<file path="src/rtl/mempool_bank_arbiter_pkg.sv">
// Shared types and sizes for the TCDM bank arbiter and its round-robin picker.
package mempool_bank_arbiter_pkg;

  function automatic int unsigned idx_width(input int unsigned n);
    return (n > 1) ? $clog2(n) : 1;
  endfunction

  localparam int unsigned NumCoresPerTile  = 4;
  localparam int unsigned NumBankInputs    = NumCoresPerTile + 1;
  localparam int unsigned TCDMAddrMemWidth = 8;
  localparam int unsigned DataWidth        = 32;
  localparam int unsigned BeWidth          = DataWidth / 8;
  localparam int unsigned MetaIdWidth      = 4;
  localparam int unsigned CoreIdWidth      = 3;
  localparam int unsigned AmoWidth         = 4;
  localparam int unsigned BankIdxWidth     = idx_width(NumBankInputs);

  typedef logic [TCDMAddrMemWidth-1:0] bank_addr_t;
  typedef logic [BeWidth-1:0]          strb_t;

  typedef struct packed {
    logic [MetaIdWidth-1:0] meta_id;
    logic [CoreIdWidth-1:0] core_id;
    logic [AmoWidth-1:0]    amo;
    logic [DataWidth-1:0]   data;
  } tcdm_payload_t;

  typedef struct packed {
    logic [BankIdxWidth-1:0] idx;
    tcdm_payload_t           payload;
  } bank_resp_entry_t;

endpackage

</file>
<file path="src/rtl/mempool_rr_arbiter.sv">
// Rotating-priority pick: first eligible index starting at rr_i, wrapping modulo NumInp.
module mempool_rr_arbiter
  import mempool_bank_arbiter_pkg::*;
#(
  parameter int unsigned NumInp = NumBankInputs,
  parameter int unsigned IdxW   = idx_width(NumInp)
) (
  input  logic [NumInp-1:0] eligible_i,
  input  logic [IdxW-1:0]   rr_i,
  output logic [NumInp-1:0] gnt_o,
  output logic [IdxW-1:0]   gnt_idx_o,
  output logic              gnt_valid_o
);

  always_comb begin
    int unsigned cand;
    logic [IdxW-1:0] cand_idx;
    gnt_o       = '0;
    gnt_idx_o   = '0;
    gnt_valid_o = 1'b0;
    cand        = 0;
    cand_idx    = '0;
    for (int unsigned k = 0; k < NumInp; k++) begin
      cand     = (32'(rr_i) + k) % NumInp;
      cand_idx = IdxW'(cand);
      if (!gnt_valid_o && eligible_i[cand_idx]) begin
        gnt_valid_o     = 1'b1;
        gnt_idx_o       = cand_idx;
        gnt_o[cand_idx] = 1'b1;
      end
    end
  end

endmodule

</file>
<file path="src/rtl/mempool_bank_arbiter.sv">
// Shares one 1-cycle-latency SRAM bank among NumInp requesters; read data returns
// through a small in-order FIFO, with read grants throttled by FIFO credits.
module mempool_bank_arbiter
  import mempool_bank_arbiter_pkg::*;
#(
  parameter int unsigned NumInp    = NumBankInputs,
  parameter int unsigned RespDepth = 2,
  parameter int unsigned AddrW     = TCDMAddrMemWidth,
  parameter int unsigned IdxW      = idx_width(NumInp)
) (
  input  logic                            clk_i,
  input  logic                            rst_i,
  input  logic          [NumInp-1:0]            req_valid_i,
  output logic          [NumInp-1:0]            req_ready_o,
  input  logic          [NumInp-1:0][AddrW-1:0] req_addr_i,
  input  logic          [NumInp-1:0]            req_wen_i,
  input  logic          [NumInp-1:0][BeWidth-1:0] req_be_i,
  input  tcdm_payload_t [NumInp-1:0]            req_wdata_i,
  output logic          [NumInp-1:0]            resp_valid_o,
  input  logic          [NumInp-1:0]            resp_ready_i,
  output tcdm_payload_t                         resp_rdata_o,
  output logic                                  bank_req_o,
  output logic                                  bank_we_o,
  output logic          [AddrW-1:0]             bank_addr_o,
  output logic          [DataWidth-1:0]         bank_wdata_o,
  output logic          [BeWidth-1:0]           bank_be_o,
  input  logic          [DataWidth-1:0]         bank_rdata_i
);

  localparam int unsigned PtrW = idx_width(RespDepth);
  localparam int unsigned CntW = $clog2(RespDepth + 1);
  localparam int unsigned OccW = CntW + 1;

  function automatic logic [PtrW-1:0] ptr_inc(input logic [PtrW-1:0] p);
    return (p == PtrW'(RespDepth - 1)) ? '0 : p + PtrW'(1);
  endfunction

  logic [IdxW-1:0]  rr_q, rr_d;
  logic             rd_inflight_q, rd_inflight_d;
  bank_resp_entry_t meta_q, meta_d;
  bank_resp_entry_t [RespDepth-1:0] mem_q, mem_d;
  logic [PtrW-1:0]  wr_ptr_q, wr_ptr_d, rd_ptr_q, rd_ptr_d;
  logic [CntW-1:0]  fifo_count_q, fifo_count_d;

  logic [NumInp-1:0] eligible;
  logic [IdxW-1:0]   gnt_idx;
  logic              gnt_valid;
  logic              credit_ok, push, pop;
  bank_resp_entry_t  head, push_entry;

  // Credit counts the in-flight read too, and ignores a same-cycle pop.
  always_comb begin
    credit_ok = (OccW'(fifo_count_q) + OccW'(rd_inflight_q)) < OccW'(RespDepth);
    for (int unsigned i = 0; i < NumInp; i++) begin
      eligible[i] = !rst_i && req_valid_i[i] && (req_wen_i[i] || credit_ok);
    end
  end

  mempool_rr_arbiter #(
    .NumInp (NumInp),
    .IdxW   (IdxW)
  ) i_rr_arbiter (
    .eligible_i  (eligible),
    .rr_i        (rr_q),
    .gnt_o       (req_ready_o),
    .gnt_idx_o   (gnt_idx),
    .gnt_valid_o (gnt_valid)
  );

  always_comb begin
    bank_req_o   = gnt_valid;
    bank_we_o    = 1'b0;
    bank_addr_o  = '0;
    bank_wdata_o = '0;
    bank_be_o    = '0;
    if (gnt_valid) begin
      bank_we_o    = req_wen_i[gnt_idx];
      bank_addr_o  = req_addr_i[gnt_idx];
      bank_wdata_o = req_wdata_i[gnt_idx].data;
      bank_be_o    = req_be_i[gnt_idx];
    end
  end

  // Arbitration pointer and read metadata held for the cycle the SRAM answers.
  always_comb begin
    rr_d          = rr_q;
    rd_inflight_d = 1'b0;
    meta_d        = meta_q;
    if (gnt_valid) begin
      rr_d = (gnt_idx == IdxW'(NumInp - 1)) ? '0 : gnt_idx + IdxW'(1);
      if (!req_wen_i[gnt_idx]) begin
        rd_inflight_d        = 1'b1;
        meta_d.idx           = BankIdxWidth'(gnt_idx);
        meta_d.payload       = req_wdata_i[gnt_idx];
        meta_d.payload.data  = '0;
      end
    end
  end

  always_comb begin
    head         = mem_q[rd_ptr_q];
    resp_rdata_o = head.payload;
    resp_valid_o = '0;
    pop          = 1'b0;
    if (!rst_i && fifo_count_q != '0) begin
      resp_valid_o[head.idx] = 1'b1;
      pop                    = resp_ready_i[head.idx];
    end
  end

  always_comb begin
    push_entry              = meta_q;
    push_entry.payload.data = bank_rdata_i;
    push                    = rd_inflight_q;
    mem_d                   = mem_q;
    wr_ptr_d                = wr_ptr_q;
    rd_ptr_d                = rd_ptr_q;
    fifo_count_d            = fifo_count_q;
    if (push) begin
      mem_d[wr_ptr_q] = push_entry;
      wr_ptr_d        = ptr_inc(wr_ptr_q);
    end
    if (pop) begin
      rd_ptr_d = ptr_inc(rd_ptr_q);
    end
    if (push && !pop) begin
      fifo_count_d = fifo_count_q + CntW'(1);
    end else if (pop && !push) begin
      fifo_count_d = fifo_count_q - CntW'(1);
    end
  end

  always_ff @(posedge clk_i) begin
    if (rst_i) begin
      rr_q          <= '0;
      rd_inflight_q <= 1'b0;
      meta_q        <= '0;
      mem_q         <= '0;
      wr_ptr_q      <= '0;
      rd_ptr_q      <= '0;
      fifo_count_q  <= '0;
    end else begin
      rr_q          <= rr_d;
      rd_inflight_q <= rd_inflight_d;
      meta_q        <= meta_d;
      mem_q         <= mem_d;
      wr_ptr_q      <= wr_ptr_d;
      rd_ptr_q      <= rd_ptr_d;
      fifo_count_q  <= fifo_count_d;
    end
  end

`ifndef SYNTHESIS
  push_when_full_a: assert property (@(posedge clk_i) disable iff (rst_i)
    !(push && fifo_count_q == CntW'(RespDepth)));

  for (genvar i = 0; i < NumInp; i++) begin : g_req_hold
    req_hold_a: assert property (@(posedge clk_i) disable iff (rst_i)
      (req_valid_i[i] && !req_ready_o[i]) |=>
        (req_valid_i[i] && $stable(req_wdata_i[i]) && $stable(req_addr_i[i])
         && $stable(req_wen_i[i])));
  end
`endif

endmodule

</file>
<file path="config.mk">
export PLATFORM = sky130hd
export DESIGN_NAME = mempool_bank_arbiter
export DESIGN_NICKNAME = d
export VERILOG_FILES = /design/src/rtl/mempool_bank_arbiter_pkg.sv /design/src/rtl/mempool_rr_arbiter.sv /design/src/rtl/mempool_bank_arbiter.sv
export SDC_FILE = /design/constraint.sdc
export NUM_CORES = 1
export LEC_CHECK = 0
export ABC_AREA = 0
export BUFFER_PORTS_ARGS = -buffer_cell sky130_fd_sc_hd__buf_4
export CORE_AREA = 2 2 166 168
export DETAILED_ROUTE_END_ITERATION = 8
export DIE_AREA = 0 0 168 170
export HOLD_SLACK_MARGIN = 0.1
export PLACE_DENSITY = 0.64
export SETUP_SLACK_MARGIN = 0.5
export SLEW_MARGIN = 40
export SYNTH_ARGS = -nofsm -noshare
export SYNTH_HDL_FRONTEND = slang
export SYNTH_SLANG_ARGS = --single-unit
</file>
<file path="constraint.sdc">
create_clock -name clk_i -period 7.1 [get_ports clk_i]
set_clock_uncertainty 0.05 [all_clocks]
set_input_delay 0.71 -clock clk_i [delete_from_list [all_inputs] [get_ports clk_i]]
set_output_delay 0.71 -clock clk_i [all_outputs]
set_load 0.1 [all_outputs]
</file>
Word level (Yosys, flattened, before mapping)
Index checks and enable logic that the tools add are counted.

Register bits after elaboration: 114. Bits in latches: 0. Memory bits (writable): 0. Memory bits (read-only): 0. Bits of input ports: 324. Output and inout port bits: 99. Word-level logic and storage cells: 162. Memories: 0.

Add/subtract/negate cells: 10. Multipliers: 0. Divide/modulo/power cells: 5. Magnitude comparators: 17. Equal/unequal tests: 1. Shifts and indexed selects: 0. Mux-type cells: 64. Bitwise gates (word level): 6. Reduce and logical (&&, ||, !) cells: 40.

Operators by type and width (count): 46-bit two-way mux (3); 43-bit binary-select mux with 3-bit select (1); 32-bit by 3-bit modulo with 32-bit output (second input constant) (4); 92-bit bitwise mux (1); 46-bit demux with 1-bit select (1); 43-bit two-way mux (1); 3-bit by 3-bit modulo with 32-bit output (second input constant) (1); 32-bit two-way mux (1); 5-bit two-way mux (6); 3-bit by 4-bit < comparator with 1-bit output (second input constant) (7); 8-bit binary-select mux with 3-bit select (1); 1-bit logical AND (24); 1-bit two-way mux (23); 1-bit binary-select mux with 3-bit select (7); 5-bit bitwise OR (4); 1-bit demux with 3-bit select (6); 3-bit by 1-bit greater-or-equal comparator with 1-bit output (second input constant) (6); 3-bit two-way mux (6); 8-bit two-way mux (2); 4-bit binary-select mux with 3-bit select (1); 3-bit by 2-bit adder with 4-bit output (second input constant) (2); 4-bit two-way mux (2); 1-bit logical NOT (7); 1-bit logical OR (5); 16 further kinds (21).

Logic depth before layout (Yosys ltp)
Gate-level depths: netlist of run 1.

Depth in word-level cells: 23. Mapped depth: 27. Gate-level depth less buffers: 23.

Cells and area by module
A second synthesis of run 1 with hierarchy kept.

Cells, all modules: 1005. Area total of the unflattened synthesis: 8639.5 sq um.

By module, submodules not included: mempool_bank_arbiter (times used 1, cells each 764, area an instance 6857.8 sq um, sequential area each 2282.2 sq um); mempool_rr_arbiter (times used 1, cells each 241, area an instance 1781.7 sq um, sequential area each 0.0 sq um).

Worst setup path before layout of run 1
No wires, ideal clock.

Kind: flip-flop to output port. From: reg rr_q[0]. To: out bank_addr_o[0]. Arrival time: 7.099 ns. Data required time: 6.340 ns. Slack: -0.759 ns. Stages on the path, launching flop included: 25. Path buffers: 3. Path through: dfxtp_1 -> buf_2 -> clkinv_1 -> ha_1 -> buf_2 -> xnor2_2 -> inv_1 -> ha_1 -> nor2_1 -> a21oi_1 -> xnor2_1 -> inv_1 -> ha_1 -> nand2b_1 -> o311ai_2 -> a31o_1 -> mux2_2 -> o211ai_1 -> and3b_4 -> and3_1 -> o31ai_2 -> inv_2 -> clkbuf_1 -> nand2_1 -> a21oi_1.

Longest elaborated chain between the ends: 19. Elaborated cells on any way between the ends: 40. Classes of those cells: add/sub (4); div (5); mux (23); reduce/logical (8).

Ends and longest elaborated chain: start, declared (RTL line mempool_bank_arbiter.sv:38) `logic [IdxW-1:0] rr_q, rr_d;`; start signal, assigned (RTL line mempool_bank_arbiter.sv:143) `rr_q <= rr_d;`; parallel branches: the longest is 18 deep, another holds 32-bit by 3-bit modulo with 32-bit output; 8-bit two-way mux * (RTL line mempool_bank_arbiter.sv:76) `if (gnt_valid) begin`; end, declared (RTL line mempool_bank_arbiter.sv:24) `output logic [AddrW-1:0] bank_addr_o,`.

Mark *: on every way between the ends. The select of a mux whose other input is x is not followed.

Worst setup path in the final report of run 1
From: reg rr_q[0]. To: out bank_wdata_o[5].

Longest elaborated chain between the ends: 19. Elaborated cells on any way between the ends: 40. Classes of those cells: add/sub (4); div (5); mux (23); reduce/logical (8).

Ends and longest elaborated chain: parallel branches: the longest is 18 deep, another holds 32-bit by 3-bit modulo with 32-bit output; 32-bit two-way mux * (RTL line mempool_bank_arbiter.sv:76); end, declared (RTL line mempool_bank_arbiter.sv:25) `output logic [DataWidth-1:0] bank_wdata_o,`.

Marks and branches as above.

==> metrics.yaml, run 1 <==
run_status:
  status: "finished, final reports clean"
synth:
  ys_ff_latch: 114
  synth_common_cells: "356 x nand2_1, 160 x a21oi_1, 114 x dfxtp_1, 93 x mux2_2, 66 x mux2i_1"
  yosysTopAreaCellShare_pct: 25.7
  yosysMostFrequentCell: "nand2_1"
  synth_edf_count: 0
  synth_area_leaders: "dfxtp_1 26%, nand2_1 15%, mux2_2 12%"
  synthDistinctLibCells: 75
  syn_area_per_cell_sq_um: 7.42
  synth_area_sq_mm: 0.00889
  yosysTopAreaCell: "dfxtp_1"
  syn_inst: 1198
  yosysWarnings: 0
  synth_top_flop_cell: "dfxtp_1"
  async_flop_share_pct: 0
  yosysSeqAreaShare_pct: 25.7
  syn_nets: 1547
setup_path:
  timing.rr.end: "meta_q[38]$_SDFFE_PP0P_"
  path_depth: 24
  r2r_start: "rr_q[0]$_SDFFE_PP0P_"
  startpoint: "rr_q[0]$_SDFFE_PP0P_"
  worst_setup_path_start_kind: "flop"
  critical_path_class: "reg -> out"
  worstPathCellList: "clkinv_1 > buf_4 > ha_1 > inv_1 > ha_2 > nor2_1 > a21oi_1 > xnor2_1 > inv_1 > ha_1 > nand2b_4 > o311ai_4 > a31o_1 > or3_1 > a211oi_2 > and3b_4 > o311a_1 > o2bb2ai_4 > buf_12 > buf_4 > mux2_2 > o211ai_1 > a21oi_4 > buf_4"
  cpMostUsedCell: "buf_4"
  r2r_cells: 24
  end_kind: "output pin"
  arrival_ns: 5.62
  critPathCapture: "bank_wdata_o[5]"
  crit_family: "compound AO/OA/AOI/OAI gates"
  path_buf_inv: 7
  cp_slowest_cell: "ha_1"
  cpPeakStageDelay_ns: 0.34
  r2r_slack_ns: 1.55
  worstPathRequired_ns: 6.34
  path_max_fanout: 10
grt:
  track_usage_pct: 26.2
  overflow: 0
  grt_pass1_vias: 10216
  grt_pass1_wl_microns: 57800
  grt_antenna_before_repair: 3
  grt_max_degree: 99
placement:
  dpl_worst_slack_ns: 0.645
  port_buffers: 422
  dp_hpwl_microns: 30600
  placed_cell_area_sq_mm: 0.0129
  gp_congestion: 0.962
cts:
  clk_pin_slew_ns: 0.06
  numCtsBuffers: 17
  cts_sinks: 114
  clock_latency_ns: 0.41
  clockRootBuffer: "clkbuf_16"
  htree_num_levels: 4
  cts_tree: "built"
  cts_buffer_depth: 2
worst_hold_path:
  hp-class: "reg -> reg"
  min_from: "mem_q[90]$_SDFFE_PP0P_"
sta:
  fin_crit_sh_pct: 89.8
  setup_viol_count_final: 0
  slew-limit-headroom_pct: 45.4
  period_needed_ns: 6.38
  tns_ns: 0
  rsz0062_at_grt: "false"
  finalHoldViolations: 0
  tightestPinTransition_ns: 0.820
  drv_slew: 0
  fin_ws_ns: 0.721
  max_freq_mhz: 157
finish:
  design_area_sq_mm: 0.0138
  synthToLayoutAreaGrowth_pct: 55.0
  drive_gt1_share_pct: 42.1
  nets: 1945
  fillers: 2605
  utilization_pct: 51.7
detailed_routing:
  first_pass_iters: 5
  wl_per_cell_microns: 20.3
  via_per_inst: 5.33
  drc: 0
  drt-total-wl_microns: 39600
  drt_iter0_drc: 643
  vias: 10394
  ant_nets: 0
die:
  dieArea_sq_mm: 0.0286
  coreArea_sq_mm: 0.0267
  die_x_microns: 168
  initial_utilization_pct: 33.4
  pin_count: 423
  rows: 60
  dieHeight_microns: 170
job:
  cap_violations: 0
sequential cells by signal, summed over array words and instances, names as in the netlist:
name          flops
mem_q            92
meta_q           14
rr_q              3
fifo_count_q      2
push              1
rd_ptr_q          1
wr_ptr_q          1
through the flow:
step / instances / hold slack [ns]
floorplan: 1198 / 0.383
global placement: 1905 / 0.389
detailed placement: 1905 / 0.393
CTS: 1943 / 0.401
global route: 1951 / 0.419
finish: 1951 / 0.401
layer usage:
metal	global-route usage, %	vias up	part of all wire (%)
met1	32.4	4881	41
li1	-	5018	-
met2	45.1	435	48
met4	8.85	0	3.3
met3	5.91	60	7.3
met5	0	-	0
layout make-up:
cell class              instances  area (sq um)  area share, %
inverters                      20          77.6          0.563
clock buffers                  17           425           3.09
flip-flops and latches        114          2280           16.6
repair buffers                467          3650           26.5
well taps                     341           427           3.10
diodes                          1          2.50         0.0182
multi-input cells             976          6740           48.9
clock inverters                15           173           1.25
cells in the final DEF (no fill, tap or decap), types with 4 or more instances in the layout:
cell / count
buf_6: 11
a21oi_1: 113
inv_6: 5
nand3_1: 30
nor2b_1: 10
o2111ai_1: 13
a211oi_1: 6
mux2i_1: 64
and3_1: 4
or3_1: 6
mux2_2: 93
a22oi_1: 4
nand2b_1: 7
dfxtp_1: 113
o21a_1: 8
buf_4: 448
nor2_1: 27
a21oi_2: 4
buf_12: 7
xnor2_1: 4
o211ai_1: 54
o21ai_0: 19
clkbuf_16: 17
nand2_1: 356
o22ai_1: 4
inv_1: 16
ha_1: 21
a21oi_4: 46
nor3_1: 9
how the worst min path moves through the flow:
| stage | slack (ns) | end | cells past startpoint |
|---|---|---|---|
| after floorplan | 0.38 | mem_q[46]$_SDFFE_PP0P_ | 2 |
| after global placement | 0.39 | mem_q[50]$_SDFFE_PP0P_ | 2 |
| after detailed placement | 0.39 | mem_q[59]$_SDFFE_PP0P_ | 2 |
| after CTS | 0.40 | mem_q[59]$_SDFFE_PP0P_ | 2 |
| after global routing | 0.42 | mem_q[87]$_SDFFE_PP0P_ | 2 |
| final | 0.40 | mem_q[90]$_SDFFE_PP0P_ | 2 |
tightest hold or removal path: cells and delay by family (launching register included):
| kind | cells | cell delay (ns) |
|---|---|---|
| AOI/OAI and AO/OA | 1 | 0.05 |
| DFF | 1 | 0.30 |
| and+or+nand+nor | 1 | 0.05 |
timing repair:
action / CTS / global route
setup buffers: 5 / 7
setup endpoints to repair: 45 / 45
gates resized for setup: 10 / 19
gates cloned: 1 / 0
hold buffers: 0 / 0
pin swaps: 7 / 10
cell families (layout without fill, tap and decap cells):
kind of cell,Yosys count,after routing,synth area share (%)
other,0,1,0
and+or+nand+nor,473,473,22.5
AOI/OAI and AO/OA,308,308,22.1
muxes,161,161,19.5
buffers and inverters,108,519,5.59
xor gates and xnor gates,9,9,1.06
adders and majority gates,25,25,3.60
DFF,114,114,25.7
Power of run 1 is left out: the tool's default activity adds up to more than one toggle a clock period on the data nets, which glitch-free logic cannot reach.
==> run 2, diff against run 1 <==
--- a/config.mk
+++ b/config.mk
@@ -11,8 +11,9 @@
 export DETAILED_ROUTE_END_ITERATION = 8
 export DIE_AREA = 0 0 168 170
 export HOLD_SLACK_MARGIN = 0.1
-export PLACE_DENSITY = 0.64
+export PLACE_DENSITY = 0.65
 export SETUP_SLACK_MARGIN = 0.5
+export SKIP_CTS_REPAIR_TIMING = 1
 export SLEW_MARGIN = 40
 export SYNTH_ARGS = -nofsm -noshare
 export SYNTH_HDL_FRONTEND = slang
==> constraint.sdc (replaced) <==
create_clock -name clk_i -period 7.1 [get_ports clk_i]
set_clock_uncertainty 0.05 [all_clocks]
set_input_delay 0 -clock clk_i [delete_from_list [all_inputs] [get_ports clk_i]]
set_output_delay 0 -clock clk_i [all_outputs]
set_load 0.1 [all_outputs]
==> run 2 against run 1 <==
  * Via count rose by 3.8%
  * First-iteration DRC count rose by 27%
  * Register-to-register slack got worse by 0.61 ns
  * Non-clock buffer count rose by 68
  * Flip-flop and latch count did not move
  * Global-route usage fell by 1.7 points
  * Die area did not move
  * Maximum frequency rose by 2.7%
  * Final cell count rose by 3.6%
  * Hold slack got worse by 0.34 ns
==> metrics.yaml, run 2 (synthesis results as in run 1) <==
cts:
  cts_tree: "built"
  clock_latency_ns: 0.41  # about the same
  clk_pin_slew_ns: 0.05  # about the same
  cts_sinks: 114  # unchanged
  clockRootBuffer: "clkbuf_16"
  cts_buffer_depth: 2  # unchanged
  htree_num_levels: 4  # unchanged
  numCtsBuffers: 17  # unchanged
setup_path:
  path_depth: 23  # -4.2%
  worst_setup_path_start_kind: "flop"
  cpPeakStageDelay_ns: 0.55  # +0.21 ns
  arrival_ns: 6.16  # +0.54 ns
  path_buf_inv: 6  # -1
  critical_path_class: "reg -> out"
  worstPathRequired_ns: 7.05  # +0.71 ns
  cpMostUsedCell: "inv_1"
  worstPathCellList: "inv_1 > ha_2 > inv_1 > ha_1 > nor2_1 > a21oi_1 > xnor2_2 > inv_1 > ha_1 > nand2b_1 > o311ai_2 > a31o_1 > or3_1 > a211oi_2 > and3b_4 > o311a_1 > o2bb2ai_4 > buf_12 > buf_12 > mux2_2 > o211ai_1 > a21oi_2 > buf_4"
  r2r_cells: 25  # +4.2%
  cp_slowest_cell: "ha_2"
  crit_family: "compound AO/OA/AOI/OAI gates"
  end_kind: "output pin"
  path_max_fanout: 31  # +21
sta:
  period_needed_ns: 6.21  # -0.166 ns
  max_freq_mhz: 161  # +2.7%
  slew-limit-headroom_pct: 42.8  # -2.5 points
  rsz0062_at_grt: "false"
  fin_crit_sh_pct: 87.5  # -2.3 points
  tightestPinTransition_ns: 0.855  # +0.0351 ns
  finalHoldViolations: 0  # unchanged
  tns_ns: 0  # unchanged
  setup_viol_count_final: 0  # unchanged
  drv_slew: 0  # unchanged
die:
  pin_count: 423  # unchanged
  rows: 60  # unchanged
  dieHeight_microns: 170  # unchanged
  die_x_microns: 168  # unchanged
  initial_utilization_pct: 33.4  # unchanged
  dieArea_sq_mm: 0.0286  # unchanged
  coreArea_sq_mm: 0.0267  # unchanged
placement:
  gp_congestion: 0.956  # -0.59%
  port_buffers: 422  # unchanged
  dp_hpwl_microns: 28100  # -8.3%
finish:
  synthToLayoutAreaGrowth_pct: 58.3
  largest_reg_flops: 92  # unchanged
  layout_commonest_cell: "buf_4"
  reg_top3: "mem_q: 92 flops, meta_q: 14 flops, rr_q: 3 flops"
  regMostFlops: "mem_q"
  fillers: 2485  # -4.6%
  nets: 2013  # +3.5%
  drive_gt1_share_pct: 38.8  # -3.3 points
  final_cell_mix: "439 x buf_4, 355 x nand2_1, 114 x a21oi_1, 112 x dfxtp_1, 93 x mux2_2"
detailed_routing:
  ant_nets: 0  # unchanged
  drc: 0  # unchanged
  drt_iter0_drc: 815  # +27%
  wl_per_cell_microns: 19.0  # -6.2%
  drt-total-wl_microns: 38500  # -2.8%
  first_pass_iters: 5  # unchanged
  vias: 10794  # +3.8%
  via_per_inst: 5.34  # +0.25%
grt:
  grt_pass1_vias: 9931  # -2.8%
  track_usage_pct: 24.5  # -1.7 points
  grt_antenna_before_repair: 4  # +1
  grt_pass1_wl_microns: 55200  # -4.6%
  grt_max_degree: 97  # -2.0%
  overflow: 0  # unchanged
job:
  cap_violations: 0  # unchanged
worst_hold_path:
  hp-class: "in -> reg"
  hold_path_depth: 5  # +3
run_status:
  status: "finished, final reports clean"
-- run 2: cell types whose count changed in the layout (fill, tap and decap cells not counted), sizes merged, moves of 2 or more --
cell / change
clkinvlp: +3
buf: -21
dlygate4sd3: +87
inv: -5
diode: +2
clkbuf: +5
-- run 2: routing by layer --
metal | GRT usage [%] | up-vias | part of all wire [%]
li1 | - | 5169 | -
met1 | 30.4 | 5073 | 40
met2 | 41.5 | 483 | 49
met3 | 6.37 | 69 | 8.7
met4 | 7.83 | 0 | 2.8
met5 | 0 | - | 0
-- run 2: final cells by class --
class | instances | area [sq um] | share of cell area (%)
Multi-Input combinational cell | 976 | 6350 | 45.1
Timing Repair Buffer | 535 | 4330 | 30.8
Sequential cell | 114 | 2280 | 16.2
Clock buffer | 20 | 457 | 3.25
Tap cell | 341 | 427 | 3.03
Clock inverter | 12 | 131 | 0.934
Inverter | 20 | 81.3 | 0.578
Antenna cell | 3 | 7.51 | 0.0534
-- run 2: per-stage QoR --
| step | worst slack (ns) | hold WS [ns] | area [sq um] | instances | util (%) |
|---|---|---|---|---|---|
| detailed placement | 0.803 | 0.216 | 12400 | 1890 | 46.7 |
| global route | 0.532 | 0.109 | 14100 | 2019 | 52.8 |
| global placement | 0.890 | 0.209 | 12400 | 1890 | 46.7 |
| finish | 0.888 | 0.0582 | 14100 | 2021 | 52.8 |
| floorplan | 0.557 | 0.0860 | 9060 | 1198 | - |
| CTS | 0.349 | -0.223 | 13000 | 1922 | 48.9 |
-- run 2: tightest hold or removal path, stage by stage --
cell and delay [ns]:
buf_4 0.12, nand2_1 0.07, nand3_1 0.09, o2111ai_1 0.11, mux2i_1 0.07
-- run 2: path summary, 6_finish.rpt --
check,end,start,slack (ns)
worst min-delay path,meta_q[41]$_SDFFE_PP0P_,req_wdata_i[41],0.06
worst max register to register,meta_q[37]$_SDFFE_PP0P_,rr_q[1]$_SDFFE_PP0P_,0.94
worst max-delay path,bank_wdata_o[11],rr_q[1]$_SDFFE_PP0P_,0.89
worst min register to register,mem_q[80]$_SDFFE_PP0P_,mem_q[80]$_SDFFE_PP0P_,0.40
Power of run 2 is left out for the same reason.
==> run 3, diff against run 2 <==
--- a/config.mk
+++ b/config.mk
@@ -7,11 +7,11 @@
 export LEC_CHECK = 0
 export ABC_AREA = 0
 export BUFFER_PORTS_ARGS = -buffer_cell sky130_fd_sc_hd__buf_4
-export CORE_AREA = 2 2 166 168
+export CORE_AREA = 2 2 165 167
 export DETAILED_ROUTE_END_ITERATION = 8
-export DIE_AREA = 0 0 168 170
+export DIE_AREA = 0 0 167 169
 export HOLD_SLACK_MARGIN = 0.1
-export PLACE_DENSITY = 0.65
+export PLACE_DENSITY = 0.68
 export SETUP_SLACK_MARGIN = 0.5
 export SKIP_CTS_REPAIR_TIMING = 1
 export SLEW_MARGIN = 40
==> constraint.sdc (replaced) <==
create_clock -name clk_i -period 5 [get_ports clk_i]
set_clock_uncertainty 0.05 [all_clocks]
set_input_delay 0 -clock clk_i [delete_from_list [all_inputs] [get_ports clk_i]]
set_output_delay 0 -clock clk_i [all_outputs]
set_load 0.1 [all_outputs]
==> run 3 against run 2 <==
  * Non-clock buffer count is 104 higher
  * Die area is 1.2% lower
  * The flow now finishes with violations (negative setup slack)
  * Critical path type unchanged
  * Count of clock-buffer cells in the layout is 1 lower
==> metrics.yaml, run 3 (synthesis results as in run 1) <==
run_status:
  status: "finished, violations left"
  violations: "negative setup slack"
sta:
  rsz0062_at_grt: "true"
  drv_slew: 0  # unchanged
  tightestPinTransition_ns: 0.838  # -0.0165 ns
  setup_viol_count_final: 45  # +45
  fin_ws_ns: -0.334  # -1.22 ns
  fin_crit_sh_pct: 107
  finalHoldViolations: 0  # unchanged
  slew-limit-headroom_pct: 43.5  # +0.72 points
  period_needed_ns: 5.33
  max_freq_mhz: 187
finish:
  design_area_sq_mm: 0.0168  # +20%
  reg_top3: "mem_q: 92 flops, meta_q: 14 flops, rr_q: 3 flops"
  fillers: 2165  # -13%
  regMostFlops: "mem_q"
  layout_commonest_cell: "buf_4"
  multi_input_area_sq_mm: 0.00727  # +14%
  largest_reg_flops: 92  # unchanged
  drive_gt1_share_pct: 45.6  # +6.9 points
  final_cell_mix: "451 x buf_4, 351 x nand2_1, 111 x a21oi_1, 110 x dfxtp_1, 87 x dlygate4sd3_1"
  n_antenna_cell: 0  # -3
  seqCellArea_sq_mm: 0.00229  # +0.33%
  nets: 2117  # +5.2%
  synthToLayoutAreaGrowth_pct: 89.4
setup_path:
  timing.rr.end: "meta_q[41]$_SDFFE_PP0P_"
  end_kind: "output pin"
  r2r_cells: 28  # +12%
  path_max_fanout: 8  # -74%
  r2r_slack_ns: 0.05  # -0.89 ns
  critical_path_class: "reg -> out"
  r2r_start: "rr_q[0]$_SDFFE_PP0P_"
  worst_setup_path_start_kind: "flop"
  arrival_ns: 5.28  # -0.88 ns
  worstPathRequired_ns: 4.95  # -2.10 ns
grt:
  grt_antenna_before_repair: 3  # -1
  track_usage_pct: 27.8  # +3.2 points
  grt_pass1_wl_microns: 60400  # +9.5%
  grt_pass1_vias: 10261  # +3.3%
  grt_max_degree: 89  # -8.2%
  overflow: 0  # unchanged
cts:
  clk_pin_slew_ns: 0.06  # about the same
  htree_num_levels: 4  # unchanged
  clock_latency_ns: 0.41  # about the same
  cts_tree: "built"
  clockRootBuffer: "clkbuf_16"
  numCtsBuffers: 17  # unchanged
  cts_buffer_depth: 2  # unchanged
  cts_sinks: 114  # unchanged
placement:
  placed_cell_area_sq_mm: 0.0133  # +7.0%
  dp_hpwl_microns: 32500  # +16%
  gp_congestion: 0.923  # -3.5%
  port_buffers: 422  # unchanged
die:
  rows: 60  # unchanged
  initial_utilization_pct: 33.5  # +0.19 points
  die_x_microns: 167  # -0.60%
  pin_count: 423  # unchanged
  dieHeight_microns: 169  # -0.59%
  coreArea_sq_mm: 0.0265  # -0.56%
  dieArea_sq_mm: 0.0282  # -1.2%
job:
  cap_violations: 0  # unchanged
worst_hold_path:
  min_to: "meta_q[38]$_SDFFE_PP0P_"
  hold_path_depth: 5  # unchanged
  min_from: "req_wdata_i[38]"
  hp-class: "in -> reg"
detailed_routing:
  drt-total-wl_microns: 47400  # +23%
  ant_nets: 0  # unchanged
  via_per_inst: 5.53  # +3.5%
  first_pass_iters: 6  # +1
  drc: 0  # unchanged
  drt_iter0_drc: 1274  # +56%
  wl_per_cell_microns: 22.4  # +17%
  vias: 11734  # +8.7%
run 3: changes by cell type in the layout (fill, tap and decap cells not counted), moves of 15 or more:
cell	previous run	this run
buf_12	4	63
a21oi_4	2	49
a21oi_2	47	3
mux2_4	0	39
mux2_2	93	56
buf_6	3	18
run 3: critical path: stages, from the launching register on:
cell and delay, ns:
dfxtp_4 0.38, clkinv_8 0.07, ha_4 0.17, xnor2_4 0.14, inv_2 0.07, ha_4 0.17
nor2_4 0.07, a21oi_2 0.07, xnor2_2 0.27, inv_2 0.11, ha_4 0.19, nand2b_4 0.09
o311ai_4 0.12, a31o_1 0.27, or3_1 0.36, a211oi_2 0.22, and3b_4 0.24, o311a_1 0.32
o2bb2ai_4 0.15, buf_12 0.15, buf_12 0.15, clkbuf_16 0.18, mux2_4 0.30, o211ai_1 0.32
a21oi_4 0.11, buf_12 0.18
run 3: layout make-up:
cell class	instances	share of cell area, %
clock buffers	19	2.63
clock inverters	13	0.892
inverters	20	0.639
multi-input cells	976	43.2
flip-flops and latches	114	13.6
well taps	341	2.53
repair buffers	639	36.5
run 3: how the worst max path moves through the flow:
stage	start	endpoint	slack, ns
floorplan	rr_q[0]$_SDFFE_PP0P_	bank_addr_o[7]	-0.19
global placement	rr_q[0]$_SDFFE_PP0P_	bank_wdata_o[17]	-0.09
detailed placement	rr_q[0]$_SDFFE_PP0P_	bank_wdata_o[17]	-0.08
CTS	rr_q[0]$_SDFFE_PP0P_	bank_wdata_o[17]	-0.54
global route	rr_q[0]$_SDFFE_PP0P_	bank_addr_o[6]	-0.48
finish	rr_q[0]$_SDFFE_PP0P_	bank_addr_o[6]	-0.33
run 3: per-layer routing:
layer	part of all wire (%)	wire length [microns]	global-route usage [%]
met4	4.3	2020	9.63
met3	8.5	4040	5.92
met2	49	23000	46.6
met1	39	18300	35.2
met5	0.074	35	0
run 3: per-stage QoR:
step	setup TNS [ns]	worst slack (ns)	hold slack, ns	std cells	util (%)
final	-10.81	-0.334	0.0900	2122	63.5
after global routing	-18.30	-0.481	0.101	2122	63.5
after CTS	-18.61	-0.537	-0.218	1961	52.5
after detailed placement	-0.108	-0.0849	0.215	1929	50.3
after global placement	-0.112	-0.0915	0.208	1929	50.3
after floorplan	-8.28	-0.194	0.0860	1198	-
Power of run 3 is left out for the same reason.
